<file path="config.mk">
export PLATFORM = sky130hd
export DESIGN_NAME = switch_mcu_fetch_flat
export DESIGN_NICKNAME = d
export VERILOG_FILES = /design/src/rtl/switch_mcu_pkg.sv /design/src/rtl/switch_mcu_fetch_if.sv /design/src/rtl/switch_mcu_fetch_timer.sv /design/src/rtl/switch_mcu_fetch.sv /design/src/flat_wrapper.sv
export SDC_FILE = /design/constraint.sdc
export NUM_CORES = 1
export LEC_CHECK = 0
export ABC_AREA = 1
export CORE_AREA = 2 2 122 124
export CTS_CLUSTER_SIZE = 30
export DETAILED_ROUTE_END_ITERATION = 10
export DIE_AREA = 0 0 124 126
export REMOVE_ABC_BUFFERS = 1
export SETUP_SLACK_MARGIN = 0.15
export SLEW_MARGIN = 20
export SYNTH_ARGS = -nofsm -noshare
export SYNTH_HDL_FRONTEND = slang
export SYNTH_SLANG_ARGS = --single-unit
</file>
<file path="constraint.sdc">
create_clock -name in_clk -period 1.8 [get_ports in_clk]
set_input_delay 0.54 -clock in_clk [delete_from_list [all_inputs] [get_ports in_clk]]
set_output_delay 0.54 -clock in_clk [all_outputs]
set_load 0.02 [all_outputs]
</file>
<file path="src/rtl/switch_mcu_pkg.sv">
// switch_mcu_pkg: shared state, fault and instruction constants for the switch MCU front end
package switch_mcu_pkg;
  localparam int INST_W = 32;
  localparam logic [INST_W-1:0] NOP = 32'h0000_0013;
  typedef enum logic [1:0] {
    FETCH = 2'd0,
    EXEC  = 2'd1,
    HALT  = 2'd2
  } state_t;
  typedef enum logic [1:0] {
    FAULT_NONE     = 2'd0,
    FAULT_MISALIGN = 2'd1,
    FAULT_TIMEOUT  = 2'd2,
    FAULT_BUSERR   = 2'd3
  } fault_t;
endpackage

</file>
<file path="src/rtl/switch_mcu_fetch_if.sv">
// switch_mcu_fetch_if: sequencing controls, instruction-memory bus and decoder-facing outputs
interface switch_mcu_fetch_if;
  import switch_mcu_pkg::*;
  logic              in_stall;
  logic              in_pc_load;
  logic [31:0]       in_pc_target;
  logic              out_mem_req;
  logic [31:0]       out_mem_addr;
  logic              in_mem_ready;
  logic [INST_W-1:0] in_mem_rdata;
  logic              in_mem_err;
  logic [INST_W-1:0] out_inst;
  logic [31:0]       out_pc;
  logic [3:0]        out_cycle_cnt;
  logic              out_halt;
  logic [1:0]        out_fault_code;
  modport master (
    input  in_stall, in_pc_load, in_pc_target, in_mem_ready, in_mem_rdata, in_mem_err,
    output out_mem_req, out_mem_addr, out_inst, out_pc, out_cycle_cnt, out_halt, out_fault_code
  );
  modport slave (
    output in_stall, in_pc_load, in_pc_target, in_mem_ready, in_mem_rdata, in_mem_err,
    input  out_mem_req, out_mem_addr, out_inst, out_pc, out_cycle_cnt, out_halt, out_fault_code
  );
endinterface

</file>
<file path="src/rtl/switch_mcu_fetch_timer.sv">
// switch_mcu_fetch_timer: counts consecutive unanswered request cycles and flags expiry
module switch_mcu_fetch_timer #(
  parameter logic [7:0] LIMIT = 8'd64
) (
  input  logic clk_i,
  input  logic rst_i,
  input  logic clr_i,
  input  logic en_i,
  output logic expire_o
);
  logic [7:0] cnt_q;
  // clear wins over counting so a stall or an accept restarts the window
  always_ff @(posedge clk_i)
    cnt_q <= (rst_i || clr_i) ? 8'd0 : en_i ? cnt_q + 8'd1 : cnt_q;
  assign expire_o = en_i && cnt_q == LIMIT - 8'd1;
endmodule

</file>
<file path="src/rtl/switch_mcu_fetch.sv">
// switch_mcu_fetch: PC owner, single-word fetcher and per-instruction cycle sequencer
module switch_mcu_fetch
  import switch_mcu_pkg::*;
#(
  parameter logic [31:0] RESET_PC    = 32'h0000_0000,
  parameter logic [3:0]  CYC_LAST    = 4'd5,
  parameter logic [7:0]  MEM_TIMEOUT = 8'd64
) (
  input logic in_clk,
  input logic in_rst,
  switch_mcu_fetch_if.master bus
);
  state_t            state_q, state_d;
  fault_t            fault_q, fault_d;
  logic [31:0]       pc_q, pc_d;
  logic [3:0]        cnt_q, cnt_d;
  logic [INST_W-1:0] inst_q, inst_d;
  logic              req, accept, expire, misalign;
  assign req      = state_q == FETCH && !bus.in_stall && !in_rst;
  assign accept   = req && bus.in_mem_ready;
  assign misalign = bus.in_pc_load && bus.in_pc_target[1:0] != 2'b00;
  switch_mcu_fetch_timer #(.LIMIT(MEM_TIMEOUT)) u_timer (
    .clk_i    (in_clk),
    .rst_i    (in_rst),
    .clr_i    (!req || bus.in_mem_ready),
    .en_i     (req && !bus.in_mem_ready),
    .expire_o (expire)
  );
  // next state: faults first, then stall hold, then normal sequencing
  always_comb begin
    state_d = state_q;
    fault_d = fault_q;
    pc_d    = pc_q;
    cnt_d   = cnt_q;
    inst_d  = inst_q;
    case (state_q)
      FETCH: begin
        if (accept && bus.in_mem_err) begin
          state_d = HALT;
          fault_d = FAULT_BUSERR;
        end else if (accept) begin
          state_d = EXEC;
          inst_d  = bus.in_mem_rdata;
          cnt_d   = 4'd1;
        end else if (expire) begin
          state_d = HALT;
          fault_d = FAULT_TIMEOUT;
        end
      end
      EXEC: begin
        if (!bus.in_stall && cnt_q == CYC_LAST) begin
          cnt_d   = 4'd0;
          state_d = misalign ? HALT : FETCH;
          fault_d = misalign ? FAULT_MISALIGN : fault_q;
          pc_d    = misalign ? pc_q : bus.in_pc_load ? bus.in_pc_target : pc_q + 32'd4;
        end else if (!bus.in_stall) begin
          cnt_d = cnt_q + 4'd1;
        end
      end
      default: cnt_d = 4'd0;
    endcase
  end
  // state register with synchronous reset overriding everything
  always_ff @(posedge in_clk) begin
    if (in_rst) begin
      state_q <= FETCH;
      fault_q <= FAULT_NONE;
      pc_q    <= RESET_PC;
      cnt_q   <= 4'd0;
      inst_q  <= NOP;
    end else begin
      state_q <= state_d;
      fault_q <= fault_d;
      pc_q    <= pc_d;
      cnt_q   <= cnt_d;
      inst_q  <= inst_d;
    end
  end
  assign bus.out_mem_req    = req;
  assign bus.out_mem_addr   = pc_q;
  assign bus.out_pc         = pc_q;
  assign bus.out_inst       = inst_q;
  assign bus.out_cycle_cnt  = cnt_q;
  assign bus.out_halt       = state_q == HALT;
  assign bus.out_fault_code = fault_q;
endmodule

</file>
<file path="src/flat_wrapper.sv">
// flat-port wrapper written by rule: the top's interface ports become plain ports
module switch_mcu_fetch_flat import switch_mcu_pkg::*;
#(
  parameter logic [31:0] RESET_PC    = 32'h0000_0000,
  parameter logic [3:0]  CYC_LAST    = 4'd5,
  parameter logic [7:0]  MEM_TIMEOUT = 8'd64
)
  (in_clk, in_rst, bus_in_stall, bus_in_pc_load, bus_in_pc_target, bus_in_mem_ready, bus_in_mem_rdata, bus_in_mem_err, bus_out_mem_req, bus_out_mem_addr, bus_out_inst, bus_out_pc, bus_out_cycle_cnt, bus_out_halt, bus_out_fault_code);
  switch_mcu_fetch_if bus_i ();
  input logic in_clk;
  input logic in_rst;
  input wire logic [$bits(bus_i.in_stall)-1:0] bus_in_stall;
  input wire logic [$bits(bus_i.in_pc_load)-1:0] bus_in_pc_load;
  input wire logic [$bits(bus_i.in_pc_target)-1:0] bus_in_pc_target;
  input wire logic [$bits(bus_i.in_mem_ready)-1:0] bus_in_mem_ready;
  input wire logic [$bits(bus_i.in_mem_rdata)-1:0] bus_in_mem_rdata;
  input wire logic [$bits(bus_i.in_mem_err)-1:0] bus_in_mem_err;
  output wire logic [$bits(bus_i.out_mem_req)-1:0] bus_out_mem_req;
  output wire logic [$bits(bus_i.out_mem_addr)-1:0] bus_out_mem_addr;
  output wire logic [$bits(bus_i.out_inst)-1:0] bus_out_inst;
  output wire logic [$bits(bus_i.out_pc)-1:0] bus_out_pc;
  output wire logic [$bits(bus_i.out_cycle_cnt)-1:0] bus_out_cycle_cnt;
  output wire logic [$bits(bus_i.out_halt)-1:0] bus_out_halt;
  output wire logic [$bits(bus_i.out_fault_code)-1:0] bus_out_fault_code;
  assign bus_i.in_stall = bus_in_stall;
  assign bus_i.in_pc_load = bus_in_pc_load;
  assign bus_i.in_pc_target = bus_in_pc_target;
  assign bus_i.in_mem_ready = bus_in_mem_ready;
  assign bus_i.in_mem_rdata = bus_in_mem_rdata;
  assign bus_i.in_mem_err = bus_in_mem_err;
  assign bus_out_mem_req = bus_i.out_mem_req;
  assign bus_out_mem_addr = bus_i.out_mem_addr;
  assign bus_out_inst = bus_i.out_inst;
  assign bus_out_pc = bus_i.out_pc;
  assign bus_out_cycle_cnt = bus_i.out_cycle_cnt;
  assign bus_out_halt = bus_i.out_halt;
  assign bus_out_fault_code = bus_i.out_fault_code;
  switch_mcu_fetch #(.RESET_PC(RESET_PC), .CYC_LAST(CYC_LAST), .MEM_TIMEOUT(MEM_TIMEOUT)) u_core (.in_clk(in_clk), .in_rst(in_rst), .bus(bus_i));
endmodule
</file>
After elaboration in Yosys (flattened, before gate mapping)
Cells that the tools add are included.
{"block": "op_classes", "bitwise_logic": 2, "n_addsub": 3, "n_eq_ne": 12, "reduce_logical": 22, "muxes": 17}
{"op": "adder 32 x 3 -> 32 bit (second input constant)", "n": 1}
{"op": "two-way mux 32 bit", "n": 1}
{"op": "two-way mux 2 bit", "n": 9}
{"op": "two-way mux 4 bit", "n": 4}
{"op": "AND reduction 3 bit", "n": 4}
{"op": "adder 8 x 1 -> 8 bit (second input constant)", "n": 1}
{"op": "== test 8 x 6 -> 1 bit (second input constant)", "n": 1}
{"op": "logical AND 1 bit", "n": 8}
{"op": "one-hot mux 2 bit (2 select lines)", "n": 2}
{"op": "one-hot mux 4 bit (2 select lines)", "n": 1}
{"op": "!= test 2 x 1 -> 1 bit (second input constant)", "n": 3}
{"op": "!= test 3 x 2 -> 1 bit (second input constant)", "n": 2}
{"op": "AND reduction 5 bit", "n": 1}
{"op": "adder 4 x 1 -> 4 bit (second input constant)", "n": 1}
{"op": "== test 4 x 3 -> 1 bit (second input constant)", "n": 1}
{"op": "logical NOT 1 bit", "n": 4}
{"op": "!= test 4 x 2 -> 1 bit (second input constant)", "n": 1}
{"op": "nonzero test 2 bit", "n": 2}
{"op": "!= test 3 bit (second input constant)", "n": 1}
{"op": "== test 2 x 1 -> 1 bit (second input constant)", "n": 1}
{"op": "== test 2 bit (second input constant)", "n": 1}
{"op": "logical NOT 2 bit", "n": 1}
{"op": "logical OR 1 bit", "n": 2}
{"op": "!= test 2 bit (second input constant)", "n": 1}
{"op": "inverter 1 bit", "n": 2}
{"block": "totals", "reg_bits": 80, "out_inout_bits": 104, "in_bits": 70, "word_cells": 62}

Longest topological paths before layout
{"block": "depth", "ltp_word": 9, "ltp_mapped": 11, "depth_no_buf": 11}

Cells and area by module
A second synthesis with hierarchy kept.
{"block": "hier_totals", "hier_cells": 694, "hier_area_um2": 4511.8}
{"mod": "switch_mcu_fetch", "instances": 1, "seq_area_each_um2": 1441.4, "area_per_inst_um2": 4120.2, "cells_each": 640}
{"mod": "switch_mcu_fetch_timer", "instances": 1, "seq_area_each_um2": 160.2, "area_per_inst_um2": 391.6, "cells_each": 54}

Least setup slack after synthesis
Ideal clock, no wire load.
{"block": "synth_timing", "kind": "register -> register", "startpoint": "reg u_core.cnt_q[0] (netlist: u_core.bus.out_cycle_cnt[0])", "endpoint": "reg u_core.pc_q[12] (netlist: u_core.bus.out_mem_addr[12])", "t_arrival_ps": 1468, "setup_time_ps": 138, "stages_incl_launch_ff": 9, "setup_slack_ps": 194, "synth_period_minus_slack_ps": 1606, "path_cell_list": "dfxtp_1 > ha_1 > nand2_1 > inv_2 > nand3_4 > nor2_2 > nand2_1 > o211ai_1 > a21oi_1"}
{"block": "synth_between", "elab_chain_cells": 3}
{"item": "from (decl)", "line_no": "switch_mcu_fetch.sv:16", "rtl": "logic [3:0] cnt_q, cnt_d;"}
{"item": "from (signal assigned)", "line_no": "switch_mcu_fetch.sv:75", "rtl": "cnt_q <= cnt_d;"}
{"item": "== test 4 x 3 -> 1 bit", "line_no": "switch_mcu_fetch.sv:51", "rtl": "if (!bus.in_stall && cnt_q == CYC_LAST) begin"}
{"item": "logical AND 1 bit", "line_no": "switch_mcu_fetch.sv:51"}
{"item": "AND reduction 3 bit (no line)"}
{"item": "to (signal assigned)", "line_no": "switch_mcu_fetch.sv:74", "rtl": "pc_q <= pc_d;"}
{"item": "to (decl)", "line_no": "switch_mcu_fetch.sv:15", "rtl": "logic [31:0] pc_q, pc_d;"}
No other way between the ends.
A chain may end at the register's enable or synchronous reset.

Worst setup path after layout
{"block": "layout_timing", "startpoint": "in bus_in_stall", "endpoint": "out bus_out_mem_req"}
{"block": "layout_between", "elab_chain_cells": 3}
{"item": "from (decl)", "line_no": "flat_wrapper.sv:12", "rtl": "input wire logic [$bits(bus_i.in_stall)-1:0] bus_in_stall;"}
{"item": "logical NOT 1 bit", "line_no": "switch_mcu_fetch.sv:19", "rtl": "assign req = state_q == FETCH && !bus.in_stall && !in_rst;"}
{"item": "logical AND 1 bit (2 in series)", "line_no": "switch_mcu_fetch.sv:19"}
{"item": "to (decl)", "line_no": "flat_wrapper.sv:18", "rtl": "output wire logic [$bits(bus_i.out_mem_req)-1:0] bus_out_mem_req;"}
No other way between the ends.

==> run metrics <==
status=complete, no violations; most frequent cells after synthesis=173 x nand2_1, 138 x nor2_1, 80 x dfxtp_1; CP required=approximately 1.3 ns; Fin. Hold Viols=0; Seq/Total Area, Yosys=approximately a third; Final period util=a little over nine tenths; FF+latch count, synth=80; CTS clk-pin slew, worst paths=0.06 ns; relative slew slack=between 70% and 80%; max cap viols=0; Core Box Area=between 10000 and 15000 um2; Max Root-Sink Buffers=2; PD cells=602 nW/um2; crit-path max FO=2; Post-synth EDFFs=0; Die X=around 120 um; Vias=roughly 5000; CTS tree=built; height of the die=126 um; Iteration-0 DRC Markers=between 200 and 300; Setup Skew=between 0.006 and 0.007 ns; I/O pins=roughly 170; TritonCTS sink count=80; # H-tree levels=3; grt total ovfl=0; die area=15600 um2; Cell variety after synth=36; Critical Path Source Type=input pin; Finished Layout Cells=1084; top-count cell post-synth=nand2_1; Num CTS Buffers=9; global-route wire length before repair=approximately 23000 um; Place WS=-0.832 ns; worst-margin pin slew=~0.33 ns; area delta synth->final=51.5%; pin count of the biggest net entering global routing=33; cts hold-fix bufs=0; Fmax achieved=between 500 and 600 MHz; Via density=approximately 4.6; multi-input logic area=2510 um2; post-synth top area cell=dfxtp_1; crit path capture type=primary output; CP Class=in2out; Final min period=approximately 1.7 ns; final net count=between 900 and 1000; vias in the first global route=between 4000 and 5000; CP arrival=between 1 and 1.5 ns; Avg WL per Cell=around 13 um; Fillers=around 1500; synth top area cells=dfxtp_1 35%, nand2_1 14%, nor2_1 11%; setup violators final=0; Slew Limit Fails=0; final hold slack=approximately 0.47 ns; Avg Inst Size Synth=around 6.5 um2; RD Place Congestion=about 0.88; LEAKAGE=just under 3 nW; Netlist Area Pre-Place=approximately 4600 um2; dpl hpwl=~11000 um; Detail Route Antenna Nets=0; Cells after DPL=approximately 1100; Synth top area share=approximately a third; Final WS setup=between 0.1 and 0.15 ns; TNS Setup=0 ns; Post-Syn Instances=around 710; initial antenna violation count=0; Top FF cell, synth=dfxtp_1; n_diodes=0; Sequential Area=roughly 1600 um2; Detailed Route WL=14300 um; effective utilization at floorplan=about a third; # rows=44; IO buf count=between 150 and 200; share of layout cells above drive strength 1=between 20% and 30%; FFs w/ async S/R, synth=0%; DRT Pass-1 Iters=5; Overall Global Routing Usage=a little under a fifth; drt drc=0; Syn. warnings=0; root buffer cell=clkbuf_16; Worst-Skew Late Latency=roughly 0.35 ns; RSZ-0062 raised after global routing=true; Worst Hold Class=reg2reg; Max IR drop VDD=~0.39 mV
-- state kept, by name (all words and copies together), names as in the netlist --
name	cells
u_core.bus.out_inst	32
u_core.bus.out_mem_addr	32
u_core.u_timer.cnt_q	8
u_core.bus.out_cycle_cnt	4
u_core.bus.out_fault_code	2
u_core.state_q	2
-- per-stage QoR --
| stage | power [mW] | instance area (um2) | utilization [%] |
|---|---|---|---|
| final | 4.23 | 7030 | 49.1 |
| after global routing | 4.40 | 7030 | 49.1 |
| after CTS | 4.28 | 6940 | 48.5 |
| after detailed placement | 2.42 | 6700 | 46.8 |
| after global placement | 2.42 | 6700 | 46.8 |
| after floorplan | 2.08 | 4260 | - |
-- worst max-delay path, stage by stage --
cell and delay, ns:
dlygate4sd2_1 0.27, nor2_4 0.14, nand2_4 0.06, inv_2 0.05, buf_6 0.11
-- where the power goes --
part | total (mW) | switching (mW) | internal (mW)
sequential | 1.83 | 0.0234 | 1.81
clock | 1.87 | 0.791 | 1.08
combinational | 0.533 | 0.255 | 0.278
total | 4.23 | 1.07 | 3.16
-- routing by layer --
layer	GRT usage (%)	share of wire, %	vias to the layer above
met5	0	0	-
met4	4.10	1.0	0
met3	4.30	6.4	14
met2	30.7	47	134
met1	25.0	46	2205
li1	-	-	2606
-- kinds of logic after synthesis --
group / after synthesis / synth area share (%)
AO/OA/AOI/OAI: 107 / 13.1
flip-flops: 80 / 34.5
AND/OR/NAND/NOR: 404 / 37.8
buffers and inverters: 114 / 13.0
adder cells (fa/ha/maj): 4 / 1.08
XOR/XNOR: 3 / 0.567
-- worst paths after layout --
kind | endpoint | slack [ns] | depth (start not counted) | from
max | bus_out_mem_req | 0.10 | 5 | bus_in_stall
max reg2reg | u_core.bus.out_mem_addr[31] | 0.26 | 9 | u_core.bus.out_mem_addr[4]
min | u_core.u_timer.cnt_q[0] | 0.47 | 1 | u_core.u_timer.cnt_q[0]
min reg2reg | u_core.u_timer.cnt_q[0] | 0.47 | 1 | u_core.u_timer.cnt_q[0]
-- cell usage in the layout (no fill, tap or decap), types with 5 or more instances in the layout --
master           netlist  routed
a21oi_1               32      32
inv_1                 50      49
nand4_1                7       7
clkbuf_2               0      10
nand3_1               47      47
clkdlybuf4s15_2        0      20
dlygate4sd2_1          0      61
nor2_4                 4       8
clkdlybuf4s50_1        0      64
dfxtp_1               80      64
nand2_1              173     170
buf_12                 0       7
nand2_2                2       5
clkdlybuf4s15_1        0      14
dfxtp_2                0      15
nor2_2                22      27
buf_4                 33      48
clkbuf_16              0       9
a21oi_2               10      10
nor2_1               138     129
o21ai_0               51      50
inv_2                  5       6
-- layout make-up --
cell class,count,area share (%)
Clock inverter,7,0.997
Inverter,57,3.12
Sequential cell,80,23.1
Timing Repair Buffer,229,30.6
Tap cell,184,3.28
Clock buffer,9,3.20
Multi-Input combinational cell,518,35.7
-- timing repair --
action,in CTS,in global routing
pin swaps,1,6
resized for setup,177,57
setup buffers,1,3
endpoints found under the setup margin,175,67
(Power assumes the default switching activity.)
